`src/rtl/kyber_pkg.sv`:
```
// Shared Kyber arithmetic constants and types, used by the butterflies,
// modhalfq and the NTT controller.
package kyber_pkg;
  localparam int WIDTH     = 12;
  localparam int Q         = 3329;
  localparam int BARRETT_K = 24;
  localparam int BARRETT_M = 5039;
  localparam int P_W       = 2 * WIDTH;
  localparam int T_W       = WIDTH + 1;

  typedef logic [WIDTH-1:0] coeff_t;
endpackage

```
`src/rtl/barrett_reduce.sv`:
```
// Two-stage Barrett reduction of a product p < 2^24 to [0, Q-1];
// shared with the forward-NTT Cooley-Tukey butterfly.
module barrett_reduce import kyber_pkg::*; (
  input  logic               clk,
  input  logic               rst_n,
  input  logic               en_i,
  input  logic [P_W-1:0]     p_i,
  output logic [WIDTH-1:0]   r_o
);
  logic [P_W+BARRETT_M'($clog2(BARRETT_M))-1:0] prod;
  logic [T_W-1:0]   t_d, t_q;
  logic [P_W-1:0]   p_q;
  logic [T_W-1:0]   r_d;
  logic [WIDTH-1:0] v_d, v_q;

  // m = floor(2^K/Q) underestimates p/Q by less than one, so r lands in [0, 2Q)
  assign prod = (P_W+13)'(p_i) * (P_W+13)'(BARRETT_M);
  assign t_d  = T_W'(prod >> BARRETT_K);
  assign r_d  = T_W'(p_q - P_W'(t_q) * P_W'(Q));
  assign v_d  = WIDTH'((r_d >= T_W'(Q)) ? r_d - T_W'(Q) : r_d);

  always_ff @(posedge clk or negedge rst_n) begin
    if (!rst_n) begin
      t_q <= '0;
      p_q <= '0;
      v_q <= '0;
    end else if (en_i) begin
      t_q <= t_d;
      p_q <= p_i;
      v_q <= v_d;
    end
  end

  assign r_o = v_q;
endmodule

```
`src/rtl/gs_butterfly.sv`:
```
// Four-stage Gentleman-Sande butterfly: u = a+b, v = (a-b)*zeta, both mod Q.
// A single global stall freezes every stage while the output is blocked.
module gs_butterfly import kyber_pkg::*; (
  input  logic             clk,
  input  logic             rst,
  input  logic             in_valid,
  output logic             in_ready,
  input  logic [WIDTH-1:0] a,
  input  logic [WIDTH-1:0] b,
  input  logic [WIDTH-1:0] zeta,
  output logic             out_valid,
  input  logic             out_ready,
  output logic [WIDTH-1:0] u,
  output logic [WIDTH-1:0] v
);
  logic [4:1]       vld_pipe;
  logic             stall;
  logic [T_W-1:0]   sum_q, diff_q;
  logic [WIDTH-1:0] zeta_q;
  logic [WIDTH-1:0] su_d, d_d, su2_q, su3_q, u_q;
  logic [P_W-1:0]   p_d, p_q;

  assign stall     = vld_pipe[4] && !out_ready;
  assign in_ready  = !stall;
  assign out_valid = vld_pipe[4];

  always_ff @(posedge clk or negedge rst) begin
    if (!rst) vld_pipe <= '0;
    else if (!stall) vld_pipe <= {vld_pipe[3:1], in_valid};
  end

  // diff is biased by Q so it never goes negative
  assign su_d = WIDTH'((sum_q  >= T_W'(Q)) ? sum_q  - T_W'(Q) : sum_q);
  assign d_d  = WIDTH'((diff_q >= T_W'(Q)) ? diff_q - T_W'(Q) : diff_q);
  assign p_d  = P_W'(d_d) * P_W'(zeta_q);

  always_ff @(posedge clk or negedge rst) begin
    if (!rst) begin
      sum_q  <= '0;
      diff_q <= '0;
      zeta_q <= '0;
      su2_q  <= '0;
      p_q    <= '0;
      su3_q  <= '0;
      u_q    <= '0;
    end else if (!stall) begin
      sum_q  <= {1'b0, a} + {1'b0, b};
      diff_q <= {1'b0, a} + T_W'(Q) - {1'b0, b};
      zeta_q <= zeta;
      su2_q  <= su_d;
      p_q    <= p_d;
      su3_q  <= su2_q;
      u_q    <= su3_q;
    end
  end

  barrett_reduce u_barrett (
    .clk   (clk),
    .rst_n (rst),
    .en_i  (!stall),
    .p_i   (p_q),
    .r_o   (v)
  );

  assign u = u_q;
endmodule

```
`config.mk`:
```
export PLATFORM = sky130hd
export DESIGN_NAME = gs_butterfly
export DESIGN_NICKNAME = d
export VERILOG_FILES = /design/src/rtl/kyber_pkg.sv /design/src/rtl/barrett_reduce.sv /design/src/rtl/gs_butterfly.sv
export SDC_FILE = /design/constraint.sdc
export NUM_CORES = 1
export LEC_CHECK = 0
export ABC_CLOCK_PERIOD_IN_PS = 16100
export BUFFER_PORTS_ARGS = -buffer_cell sky130_fd_sc_hd__buf_2
export CORE_ASPECT_RATIO = 2
export CORE_MARGIN = 1.5
export CORE_UTILIZATION = 64
export DETAILED_ROUTE_END_ITERATION = 10
export PLACE_DENSITY_LB_ADDON = 0.2
export SYNTH_ARGS = -nofsm -noshare
export SYNTH_HDL_FRONTEND = slang
export SYNTH_SLANG_ARGS = --single-unit
```
`constraint.sdc`:
```
create_clock -name clk -period 16.1 [get_ports clk]
set_clock_uncertainty 0.05 [all_clocks]
set_input_delay 1.61 -clock clk [delete_from_list [all_inputs] [get_ports clk]]
set_output_delay 1.61 -clock clk [all_outputs]
set_load 0.01 [all_outputs]
```
==> impl_metrics.csv <==
group,metric,value,unit
drt,dr.pass1.iters,5,
cells_and_area,syn2layout_area_growth,6.25,%
drt,wl_per_cell,17.4,um
grt,grt_max_degree,112,
setup_path,worstPathRequired,16.33,ns
cells_and_area,drive_gt1_frac,0.0577,
cts,clock_latency,0.44,ns
cts,cts_tree,"built",
yosys,synth_seq_area_share,0.193,
yosys,synthTopCellsByArea,"fa_1 26%, dfrtp_1 19%, ha_1 18%",
sta,slew_viol_final,0,
cts,cts_buffers,17,
cells_and_area,fill_cells,2219,
setup_path,path_max_fanout,12,
cts,root_buffer,"clkbuf_16",
sta,rsz0062_at_grt,"no",
sta,finalSetupTns,0,ns
sta,timing.final.crit_share,0.482,
setup_path,cpMaxStageDelayCell,"a21oi_1",
cells_and_area,ff_latch_area,3500,um^2
setup_path,crit_chain,"or4_1 > nor3_1 > nand2_1 > o21ai_1 > nand2b_1 > a31o_2 > a21oi_1 > nand2_1 > fa_1 > fa_1 > fa_1 > inv_1 > fa_1 > inv_1 > fa_1 > inv_1 > ha_1 > or4_1 > o221ai_1 > nand2_1 > o211a_1 > o21ai_0 > mux2i_1 > o211ai_1",
status,status,"finished, final reports clean",
setup_path,critPathMaxStageDelay,0.76,ns
yosys,synth_cell_types,71,
yosys,netlist_area,18200,um^2
yosys,syn-instance-count,1989,
place,place_hpwl,33.9,mm
yosys,synth_top_cell_by_area,"fa_1",
yosys,yosysWarnings,0,
yosys,ys_ff_latch,140,
floorplan,ios,66,
cts,cts.sinks,140,
floorplan,core_region_area,28100,um^2
drt,wl,41.5,mm
sta,period_minus_slack,7.75,ns
drt,viasPerCell,5.74,
flow_run,maxCapViolCount,0,
yosys,avgSynthCellArea,9.15,um^2
setup_path,endpoint_kind,"register",
setup_path,critical_path.top_delay_family,"adder cells",
floorplan,die_h,241,um
grt,antenna_found_initial,0,
floorplan,core.rowCount,87,
setup_path,cpMostUsedCell,"fa_1",
cts,clk_path_buf_depth,2,
cts,post_cts_buffers,0,
sta,worstMarginPinSlew,1.08,ns
grt,grt_pass1_wl,69.7,mm
floorplan,dieWidth,122,um
cts,cts-htree-levels,4,
sta,fmaxAchievable,0.129,GHz
setup_path,rr_worst_depth,24,
cells_and_area,final_net_count,2549,
setup_path,critical_path_arrival,7.98,ns
place,finalWeightedCongestion,0.963,
setup_path,path_class,"reg2reg",
setup_path,cp_num_buf_inv,3,
cells_and_area,antenna_cells,0,
floorplan,initial_core_util,0.648,
drt,drc,0,
sta,finalHoldViolCount,0,
yosys,synth_nets,2523,
yosys,synthFlopType,"dfrtp_1",
cts,clkSlewWorstSetupHoldPaths,0.06,ns
floorplan,die_area,29500,um^2
setup_path,cp.depth,24,
worst_hold_path,hold_path_depth,2,
cells_and_area,multi_input_area,13100,um^2
sta,setup-violations-final,0,
setup_path,start_kind,"register",
yosys,synth_top_area_frac,0.259,
cts,ctsResizeCount,0,
cts,holdBufCountCts,0,
worst_hold_path,min_path_type,"reg2reg",
drt,ant_nets,0,
grt,grt_usage,0.305,
drt,dr_total_vias,13700,
drt,drtIter0Drc,548,
yosys,synthArstFlopShare,1.00,
place,numPortBuffers,65,
sta,relSlewSlack,0.280,
grt,grt_pass1_vias,14600,
yosys,synth-edff-count,0,
grt,overflow,0,
layout make-up:
type,count,area share
Clock inverter,12,0.00596
Clock buffer,19,0.0229
Tap cell,356,0.0230
Timing Repair Buffer,70,0.0191
Multi-Input combinational cell,1423,0.677
Inverter,363,0.0706
Sequential cell,140,0.181
cells in the final DEF, fill, tap and decap left out, types with 25 or more instances in the layout:
master,Yosys,final
xnor2_1,53,53
nor2_1,75,75
nand2_1,309,309
fa_1,235,235
and2_1,65,65
ha_1,259,259
dfrtp_1,140,140
nor3_1,25,25
a21oi_1,74,74
buf_2,1,64
inv_1,363,362
o21ai_0,56,56
state kept, by name (all words and copies together) (netlist names):
name	cells
u_barrett.p_q	13
diff_q	13
u_barrett.t_q	13
sum_q	13
u	12
su2_q	12
zeta_q	12
vld_pipe	4
p_q	24
su3_q	12
u_barrett.r_o	12
per-stage QoR:
step	setup slack, ns	instances	hold slack, ns	area [um^2]	utilization
after global routing	7.99	2383	0.433	19300	0.688
after global placement	8.72	2352	0.393	18800	0.668
after floorplan	9.21	1989	0.380	18200	-
final	8.35	2383	0.415	19300	0.688
after CTS	8.47	2383	0.418	19300	0.688
after detailed placement	8.49	2352	0.406	18800	0.668
Yosys cell counts, types with 3 or more instances:
library cell	n
inv_1	363
nand2_1	309
ha_1	259
fa_1	235
dfrtp_1	140
nor2_1	75
a21oi_1	74
and2_1	65
clkbuf_1	58
o21ai_0	56
xnor2_1	53
nor3_1	25
o21a_1	20
xor2_1	20
nand3_1	19
o31ai_1	17
o21ai_1	15
a21o_1	13
nand2b_1	13
a211oi_1	11
or3_1	11
a31oi_1	9
nor2b_1	8
o211ai_1	8
or4_1	8
nand3b_1	6
nor3b_1	6
o2111ai_1	6
o21bai_1	6
a21boi_0	5
and3_1	5
nand4_1	5
or2_2	5
and4_1	4
mux2i_1	4
nor4_1	4
a211o_1	3
buf_1	3
nand4b_1	3
o41ai_1	3
worst reg2reg max path, delay by kind of cell, from the launching register on:
family	cells	cell delay, ns
buf+inv	3	0.16
simple gates	7	1.79
compound gates	7	2.12
flops	1	0.43
mux	1	0.21
fa+ha+maj	6	2.82
metal layers:
layer,track usage,wire length [um],share of wire,vias up
met5,0,0,0,-
met2,0.568,23300,0.56,353
li1,-,-,-,6399
met4,0.186,2690,0.065,0
met1,0.321,14300,0.35,6765
met3,0.0346,1200,0.029,170
worst paths after layout:
kind,startpoint,endpoint,slack (ns)
worst max-delay path,diff_q[2]$_DFFE_PN0N_,p_q[21]$_DFFE_PN0N_,8.35
worst min-delay path,su3_q[0]$_DFFE_PN0N_,su3_q[0]$_DFFE_PN0N_,0.41
worst max register to register,diff_q[2]$_DFFE_PN0N_,p_q[21]$_DFFE_PN0N_,8.35
worst min register to register,su3_q[0]$_DFFE_PN0N_,su3_q[0]$_DFFE_PN0N_,0.41
max in group asynchronous,rst,su2_q[0]$_DFFE_PN0N_,13.42
min in group asynchronous,rst,zeta_q[5]$_DFFE_PN0N_,1.13
cell families after synthesis:
group                    Yosys count  synth area share
adder cells (fa/ha/maj)          494             0.437
buffers and inverters            426            0.0884
flip-flops                       140             0.193
XOR/XNOR                          73            0.0351
AND/OR/NAND/NOR                  578             0.148
AO/OA/AOI/OAI                    274            0.0966
multiplexers                       4           0.00220
Power is left out: the tool's default activity adds up to more than one toggle a clock period on the data nets, which glitch-free logic cannot reach.
